**src/rtl/multicycle_processor_pkg.sv**
```systemverilog
// Shared constant library for the multicycle core: opcodes, funct codes,
// ALU control codes, FSM state encoding and small decode helpers.
// Optional feature macro: MCP_BNE_EN (adds bne, opcode 0x05).
package multicycle_processor_pkg;

  localparam logic [5:0] OpRtype = 6'h00;
  localparam logic [5:0] OpJ     = 6'h02;
  localparam logic [5:0] OpBeq   = 6'h04;
`ifdef MCP_BNE_EN
  localparam logic [5:0] OpBne   = 6'h05;
`endif
  localparam logic [5:0] OpAddi  = 6'h08;
  localparam logic [5:0] OpLw    = 6'h23;
  localparam logic [5:0] OpSw    = 6'h2B;

  localparam logic [5:0] FnAdd = 6'h20;
  localparam logic [5:0] FnSub = 6'h22;
  localparam logic [5:0] FnAnd = 6'h24;
  localparam logic [5:0] FnOr  = 6'h25;
  localparam logic [5:0] FnSlt = 6'h2A;

  typedef enum logic [2:0] {
    AluAdd, AluSub, AluAnd, AluOr, AluSlt, AluNone
  } alu_op_e;

  typedef enum logic [2:0] {
    StFetch, StDecode, StExecute, StMemory, StWriteback, StHalt
  } state_e;

  // Opcodes the core can execute; anything else halts from DECODE.
  function automatic logic opcode_legal(input logic [5:0] op);
    case (op)
      OpRtype, OpJ, OpBeq, OpAddi, OpLw, OpSw: return 1'b1;
`ifdef MCP_BNE_EN
      OpBne: return 1'b1;
`endif
      default: return 1'b0;
    endcase
  endfunction

  // AluNone marks an unsupported R-type funct.
  function automatic alu_op_e funct_to_alu(input logic [5:0] fn);
    case (fn)
      FnAdd:   return AluAdd;
      FnSub:   return AluSub;
      FnAnd:   return AluAnd;
      FnOr:    return AluOr;
      FnSlt:   return AluSlt;
      default: return AluNone;
    endcase
  endfunction

endpackage

```
**src/rtl/multicycle_processor_if.sv**
```systemverilog
// Memory bus between the multicycle core (master) and memory (slave).
// Request is held until mem_ready; ready may coincide with the request.
interface multicycle_processor_if #(
  parameter int unsigned WORD_SIZE  = 32,
  parameter int unsigned ADDR_WIDTH = 8
);
  logic                  mem_req;
  logic                  mem_we;
  logic [ADDR_WIDTH-1:0] mem_addr;
  logic [WORD_SIZE-1:0]  mem_wdata;
  logic                  mem_ready;
  logic [WORD_SIZE-1:0]  mem_rdata;

  modport master (
    output mem_req, mem_we, mem_addr, mem_wdata,
    input  mem_ready, mem_rdata
  );

  modport slave (
    input  mem_req, mem_we, mem_addr, mem_wdata,
    output mem_ready, mem_rdata
  );
endinterface

```
**src/rtl/mcp_regfile.sv**
```systemverilog
// 32-entry register file: two asynchronous read ports, one synchronous write
// port, asynchronous active-low clear. Register 0 reads as zero and ignores writes.
module mcp_regfile #(
  parameter int unsigned WORD_SIZE = 32
) (
  input  logic                 clk,
  input  logic                 rst,
  input  logic [4:0]           rd_addr_a,
  input  logic [4:0]           rd_addr_b,
  output logic [WORD_SIZE-1:0] rd_data_a,
  output logic [WORD_SIZE-1:0] rd_data_b,
  input  logic                 wr_en,
  input  logic [4:0]           wr_addr,
  input  logic [WORD_SIZE-1:0] wr_data
);

  logic [WORD_SIZE-1:0] regs_q [32];

  // Storage: cleared on reset, written at the clock edge when enabled.
  always_ff @(posedge clk or negedge rst) begin
    if (!rst) begin
      for (int i = 0; i < 32; i++) regs_q[i] <= '0;
    end else if (wr_en && (wr_addr != 5'd0)) begin
      regs_q[wr_addr] <= wr_data;
    end
  end

  assign rd_data_a = (rd_addr_a == 5'd0) ? '0 : regs_q[rd_addr_a];
  assign rd_data_b = (rd_addr_b == 5'd0) ? '0 : regs_q[rd_addr_b];

endmodule

```
**src/rtl/multicycle_processor.sv**
```systemverilog
// Multicycle MIPS-subset core: FETCH/DECODE/EXECUTE/MEMORY/WRITEBACK/HALT.
// Optional feature macro: MCP_BNE_EN (bne, opcode 0x05, timed as beq).
module multicycle_processor
  import multicycle_processor_pkg::*;
#(
  parameter int unsigned WORD_SIZE  = 32,
  parameter int unsigned ADDR_WIDTH = 8,
  parameter int unsigned RESET_PC   = 0
) (
  input  logic                  clk,
  input  logic                  rst,
  multicycle_processor_if.master mem,
  output logic [WORD_SIZE-1:0]  prog_count,
  output logic [5:0]            instr_opcode,
  output logic                  write_reg_en,
  output logic [4:0]            write_reg_addr,
  output logic [WORD_SIZE-1:0]  write_reg_data,
  output logic                  halted
);

  state_e               state_q, state_d;
  logic [WORD_SIZE-1:0] pc_q, pc_d;
  logic [31:0]          ir_q, ir_d;
  logic [WORD_SIZE-1:0] a_q, a_d, b_q, b_d;
  logic [WORD_SIZE-1:0] alu_out_q, alu_out_d;
  logic [WORD_SIZE-1:0] mdr_q, mdr_d;

  logic [WORD_SIZE-1:0]  rs_data, rt_data, imm_ext, alu_result;
  logic [5:0]            opcode;
  alu_op_e               alu_op;
  logic                  req_c, we_c;
  logic [ADDR_WIDTH-1:0] addr_c;

  assign opcode  = ir_q[31:26];
  assign imm_ext = {{(WORD_SIZE-16){ir_q[15]}}, ir_q[15:0]};
  assign alu_op  = funct_to_alu(ir_q[5:0]);

  mcp_regfile #(.WORD_SIZE(WORD_SIZE)) u_regfile (
    .clk       (clk),
    .rst       (rst),
    .rd_addr_a (ir_q[25:21]),
    .rd_addr_b (ir_q[20:16]),
    .rd_data_a (rs_data),
    .rd_data_b (rt_data),
    .wr_en     (write_reg_en),
    .wr_addr   (write_reg_addr),
    .wr_data   (write_reg_data)
  );

  // R-type ALU on the latched operands; wraps modulo 2^WORD_SIZE.
  always_comb begin
    alu_result = '0;
    unique case (alu_op)
      AluAdd:  alu_result = a_q + b_q;
      AluSub:  alu_result = a_q - b_q;
      AluAnd:  alu_result = a_q & b_q;
      AluOr:   alu_result = a_q | b_q;
      AluSlt:  alu_result = {{(WORD_SIZE-1){1'b0}}, ($signed(a_q) < $signed(b_q))};
      default: alu_result = '0;
    endcase
  end

  // Next-state, datapath updates and bus/debug outputs per FSM state.
  always_comb begin
    state_d      = state_q;
    pc_d         = pc_q;
    ir_d         = ir_q;
    a_d          = a_q;
    b_d          = b_q;
    alu_out_d    = alu_out_q;
    mdr_d        = mdr_q;
    req_c        = 1'b0;
    we_c         = 1'b0;
    addr_c       = pc_q[ADDR_WIDTH-1:0];
    write_reg_en = 1'b0;
    unique case (state_q)
      StFetch: begin
        req_c = 1'b1;
        if (mem.mem_ready) begin
          ir_d    = mem.mem_rdata[31:0];
          pc_d    = pc_q + WORD_SIZE'(4);
          state_d = StDecode;
        end
      end
      StDecode: begin
        a_d       = rs_data;
        b_d       = rt_data;
        // Branch target computed early; pc_q already points past the branch.
        alu_out_d = pc_q + (imm_ext << 2);
        state_d   = opcode_legal(opcode) ? StExecute : StHalt;
      end
      StExecute: begin
        case (opcode)
          OpRtype: begin
            if (alu_op == AluNone) begin
              state_d = StHalt;
            end else begin
              alu_out_d = alu_result;
              state_d   = StWriteback;
            end
          end
          OpAddi: begin
            alu_out_d = a_q + imm_ext;
            state_d   = StWriteback;
          end
          OpLw, OpSw: begin
            alu_out_d = a_q + imm_ext;
            state_d   = StMemory;
          end
          OpBeq: begin
            if (a_q == b_q) pc_d = alu_out_q;
            state_d = StFetch;
          end
`ifdef MCP_BNE_EN
          OpBne: begin
            if (a_q != b_q) pc_d = alu_out_q;
            state_d = StFetch;
          end
`endif
          OpJ: begin
            pc_d    = {pc_q[WORD_SIZE-1:28], ir_q[25:0], 2'b00};
            state_d = StFetch;
          end
          default: state_d = StHalt;
        endcase
      end
      StMemory: begin
        req_c  = 1'b1;
        we_c   = (opcode == OpSw);
        addr_c = alu_out_q[ADDR_WIDTH-1:0];
        if (mem.mem_ready) begin
          if (opcode == OpSw) begin
            state_d = StFetch;
          end else begin
            mdr_d   = mem.mem_rdata;
            state_d = StWriteback;
          end
        end
      end
      StWriteback: begin
        write_reg_en = 1'b1;
        state_d      = StFetch;
      end
      StHalt: state_d = StHalt;
      default: state_d = StFetch;
    endcase
  end

  // State and datapath registers with asynchronous clear.
  always_ff @(posedge clk or negedge rst) begin
    if (!rst) begin
      state_q   <= StFetch;
      pc_q      <= WORD_SIZE'(RESET_PC);
      ir_q      <= '0;
      a_q       <= '0;
      b_q       <= '0;
      alu_out_q <= '0;
      mdr_q     <= '0;
    end else begin
      state_q   <= state_d;
      pc_q      <= pc_d;
      ir_q      <= ir_d;
      a_q       <= a_d;
      b_q       <= b_d;
      alu_out_q <= alu_out_d;
      mdr_q     <= mdr_d;
    end
  end

  // Reset gates the request directly so it drops in the same cycle rst falls.
  assign mem.mem_req   = req_c & rst;
  assign mem.mem_we    = we_c;
  assign mem.mem_addr  = addr_c;
  assign mem.mem_wdata = b_q;

  assign prog_count     = pc_q;
  assign instr_opcode   = opcode;
  assign write_reg_addr = (opcode == OpRtype) ? ir_q[15:11] : ir_q[20:16];
  assign write_reg_data = (opcode == OpLw) ? mdr_q : alu_out_q;
  assign halted         = (state_q == StHalt);

endmodule

```
**src/flat_wrapper.sv**
```systemverilog
// flat-port wrapper written by rule: the top's interface ports become plain ports
module multicycle_processor_flat import multicycle_processor_pkg::*;
#(
  parameter int unsigned WORD_SIZE  = 32,
  parameter int unsigned ADDR_WIDTH = 8,
  parameter int unsigned RESET_PC   = 0
)
  (clk, rst, prog_count, instr_opcode, write_reg_en, write_reg_addr, write_reg_data, halted, mem_mem_req, mem_mem_we, mem_mem_addr, mem_mem_wdata, mem_mem_ready, mem_mem_rdata);
  multicycle_processor_if #(.WORD_SIZE(WORD_SIZE), .ADDR_WIDTH(ADDR_WIDTH)) mem_i ();
  input  logic clk;
  input  logic rst;
  output logic [WORD_SIZE-1:0] prog_count;
  output logic [5:0] instr_opcode;
  output logic write_reg_en;
  output logic [4:0] write_reg_addr;
  output logic [WORD_SIZE-1:0] write_reg_data;
  output logic halted;
  output wire logic [$bits(mem_i.mem_req)-1:0] mem_mem_req;
  output wire logic [$bits(mem_i.mem_we)-1:0] mem_mem_we;
  output wire logic [$bits(mem_i.mem_addr)-1:0] mem_mem_addr;
  output wire logic [$bits(mem_i.mem_wdata)-1:0] mem_mem_wdata;
  input wire logic [$bits(mem_i.mem_ready)-1:0] mem_mem_ready;
  input wire logic [$bits(mem_i.mem_rdata)-1:0] mem_mem_rdata;
  assign mem_mem_req = mem_i.mem_req;
  assign mem_mem_we = mem_i.mem_we;
  assign mem_mem_addr = mem_i.mem_addr;
  assign mem_mem_wdata = mem_i.mem_wdata;
  assign mem_i.mem_ready = mem_mem_ready;
  assign mem_i.mem_rdata = mem_mem_rdata;
  multicycle_processor #(.WORD_SIZE(WORD_SIZE), .ADDR_WIDTH(ADDR_WIDTH), .RESET_PC(RESET_PC)) u_core (.clk(clk), .rst(rst), .mem(mem_i), .prog_count(prog_count), .instr_opcode(instr_opcode), .write_reg_en(write_reg_en), .write_reg_addr(write_reg_addr), .write_reg_data(write_reg_data), .halted(halted));
endmodule
```
**config.mk**
```make
export PLATFORM = sky130hd
export DESIGN_NAME = multicycle_processor_flat
export DESIGN_NICKNAME = d
export VERILOG_FILES = /design/src/rtl/multicycle_processor_pkg.sv /design/src/rtl/multicycle_processor_if.sv /design/src/rtl/mcp_regfile.sv /design/src/rtl/multicycle_processor.sv /design/src/flat_wrapper.sv
export SDC_FILE = /design/constraint.sdc
export NUM_CORES = 2
export LEC_CHECK = 0
export CAP_MARGIN = 15
export CORE_AREA = 2 2 409 574
export DETAILED_ROUTE_END_ITERATION = 6
export DIE_AREA = 0 0 411 576
export GPL_ROUTABILITY_DRIVEN = 0
export PLACE_DENSITY = 0.58
export SYNTH_ARGS = -nofsm -noshare
export SYNTH_HDL_FRONTEND = slang
export SYNTH_SLANG_ARGS = --single-unit
export TNS_END_PERCENT = 50
```
**constraint.sdc**
```tcl
create_clock -name clk -period 3.3 [get_ports clk]
set_input_delay 0.825 -clock clk [delete_from_list [all_inputs] [get_ports clk]]
set_output_delay 0.825 -clock clk [all_outputs]
set_load 0.005 [all_outputs]
```
==> flow_metrics.tcl <==
set metrics [dict create \
    cts_buffer_depth 3 \
    worstHoldPathType "in -> async" \
    die_area_um2 237000 \
    globalRoute.totalOverflow 0 \
    dr_total_vias 55399 \
    dieHeight_um 576 \
    synth.avg_cell_area_um2 10.6 \
    synth_top_cells_by_area "dfrtp_1 44%, mux4_2 20%, a21oi_1 5.8%, nor2_1 4.0%, nand2_1 3.8%" \
    drv_slew 0 \
    timing.critical_path.max_delay_family "buffers and inverters" \
    worst-endpoint-required_ns 2.47 \
    achievable-frequency_mhz 281 \
    power.leakage_nw 35.3 \
    worstSkewPairLatency_ns 0.77 \
    wire_per_inst_um 25.8 \
    synth_largest_area_cell "dfrtp_1" \
    critPathKind "reg -> out" \
    ys_seq_area_share_pct 44.1 \
    netlist_area_um2 69200 \
    fin_crit_sh_pct 108 \
    cp.arrival_ns 2.74 \
    critical_path.reg2reg.startpoint "u_core.a_q[6]" \
    total_number_of_yosys_warnings 0 \
    die_width_um 411 \
    grt_setup_unrepaired "true" \
    nFillCells 22973 \
    finalWirelength_um 256000 \
    critPathMaxStageDelay_ns 0.37 \
    period_minus_slack_ns 3.56 \
    synth_seq_cells 1219 \
    cts_num_sinks 1219 \
    fin_skew_ns 0.0609 \
    slew_headroom_pct 36.0 \
    setup_violations 38 \
    drt.antenna.violating_nets 0 \
    placeableCoreArea_um2 232000 \
    final_nets 6951 \
    crit_path_start_kind "register" \
    critical_path.cell_chain "buf_6, and3_4, nand2_4, nor2_4, buf_12, buf_16, buf_12, buf_12, mux2i_4, inv_2, buf_6" \
    synth_top_area_share_pct 44.1 \
    synth_commonest_cells "1219 x dfrtp_1, 796 x a21oi_1, 735 x nor2_1" \
    row_count 210 \
    outcome "finished, violations left" \
    timing.critical_path.mode_cell "buf_12" \
    synth_edf_count 0 \
    post-route-cell-area_um2 82900 \
    global_route.usage.total_pct 21.3 \
    dp_worst_setup_slack_ns -0.445 \
    drtPass1Iterations 6 \
    timing.critical_path.to_type "output port" \
    number_of_antenna_violations_at_the_first_check_in_global_routing 6 \
    syn_inst 6521 \
    dp_hpwl_um 177000 \
    grt_pass1_vias 56212 \
    max_cap_viol_count 0 \
    critical_path.startpoint "u_core.ir_q[26]" \
    max_ir_drop_vdd_v 0.000504 \
    cts.reportedPaths.clkPinSlew_ns 0.07 \
    worst-path-max-fanout 5 \
    grt_first_pass_wirelength_um 377000 \
    count_of_distinct_cell_types_in_the_synthesized_netlist 82 \
    reg2regPathDepth 12 \
    drt_drc 0 \
    pwr_density_cell_nw_per_um2 375 \
    ctsRootBufferMaster "clkbuf_16" \
    port_buffers 153 \
    finalWorstSetupSlack_ns -0.262 \
    dr.first_iter.drc_count 5261 \
    cts_buffers 112 \
    area_delta_synth_final_pct 19.7 \
    worst_path_cell_with_the_longest_stage_delay "dfrtp_1" \
    post_route_cells_drive_above_1_share_pct 24.4 \
    yosys.cell_count.top_type "dfrtp_1" \
    worst-slew-pin-transition_ns 0.960 \
    synth-async-reset-ratio_pct 100 \
    routed_via_density 5.59 \
    critical_path_depth 11 \
    failed_checks "setup timing" \
    tritoncts "built" \
    synthesis.nets 6732 \
    floorplan.initialDensity_pct 29.8 \
    finalHoldViolCount 0 \
    critical_path_buf_inv_count 7 \
    cts_max_level 3 \
    grt_max_degree 167 \
    synth_flop_cell "dfrtp_1" \
    place_area_um2 78000 \
    top_ports 154 \
]
## metrics by stage
step	std cells	hold slack, ns	power (W)	utilization [%]	setup TNS [ns]
floorplan	6521	0.441	0.0163	-	0
CTS	9890	0.138	0.0313	35.5	-7.47
finish	9909	0.174	0.0311	35.7	-5.11
global route	9906	0.172	0.0320	35.7	-8.33
global placement	9642	0.376	0.0173	33.6	-1.98
detailed placement	9642	0.384	0.0174	33.6	-2.35
## path summary, 6_finish.rpt
kind	slack [ns]	end
min reg2reg	0.40	u_core.u_regfile.regs_q[1019]
max in group asynchronous	1.84	u_core.state_q[2]
min	0.17	u_core.u_regfile.regs_q[527]
min in group clk	0.40	u_core.u_regfile.regs_q[1019]
max	-0.26	write_reg_data[15]
max reg2reg	-0.01	u_core.alu_out_q[0]
## state kept, by name, summed over array words and instances (netlist names)
signal,count
u_core.prog_count,32
u_core.state_q,3
u_core.alu_out_q,32
u_core.mem.mem_wdata,32
u_core.ir_q,32
u_core.u_regfile.regs_q,1024
u_core.a_q,32
u_core.mdr_q,32
## worst reg2reg max path, cell delays in order, from the launching register on
cell and delay, ns:
dfrtp_1 0.38, buf_4 0.16, ha_1 0.24, nor2b_1 0.17, o211ai_1 0.35, a2111oi_4 0.16, buf_4 0.19, o31ai_2 0.44
nand2_2 0.20, a31oi_2 0.25, o221ai_1 0.28, a21o_1 0.25, a21oi_1 0.13
## layout make-up
type	count	area, um2	area share, %
Timing Repair Buffer	708	7350	8.86
Clock inverter	54	663	0.800
Antenna cell	4	10.0	0.0121
Tap cell	3074	3850	4.64
Clock buffer	151	3190	3.85
Sequential cell	1219	30500	36.9
Multi-Input combinational cell	4547	36700	44.3
Inverter	152	587	0.708
## kinds of logic after synthesis
kind of cell | Yosys count | synth area share, %
xor+xnor | 70 | 0.886
mux | 792 | 22.7
buf+inv | 755 | 4.29
flops | 1219 | 44.1
fa+ha+maj | 177 | 3.24
compound gates | 1748 | 14.2
simple gates | 1760 | 10.7
## timing repair
item,CTS,global route
cloned,1,0
resized for setup,237,71
setup endpoints to repair,60,84
hold buffers,0,0
pin swaps,4,15
setup buffers,45,17
## cells in the final DEF (no fill, tap or decap), types with 41 or more instances in the layout
| cell type | n |
|---|---|
| mux2i_1 | 62 |
| buf_12 | 128 |
| clkdlybuf4s50_1 | 106 |
| clkbuf_16 | 114 |
| a21o_1 | 54 |
| nand2_1 | 688 |
| xnor2_1 | 41 |
| nor2_1 | 732 |
| o22ai_1 | 92 |
| ha_1 | 169 |
| mux2_2 | 84 |
| o21ai_1 | 61 |
| buf_4 | 410 |
| mux4_2 | 608 |
| a21oi_1 | 791 |
| nand3_1 | 67 |
| dfrtp_1 | 1204 |
| o21ai_0 | 472 |
| inv_1 | 128 |
## routing by layer
metal,track usage (%),up-vias,part of all wire (%)
met5,0,-,0.0027
met4,10.8,2,5.8
met3,3.73,681,7.0
met2,36.2,2364,49
met1,25.9,28159,38
li1,-,24193,-
## where the power goes
part	switching [W]	total [W]	internal (W)	leakage, nW
clock	0.00636	0.0140	0.00765	1.89
sequential	0.0000820	0.0150	0.0150	16.9
combinational	0.00131	0.00204	0.000735	16.5
total	0.00775	0.0311	0.0233	35.3
(Power assumes the default switching activity.)
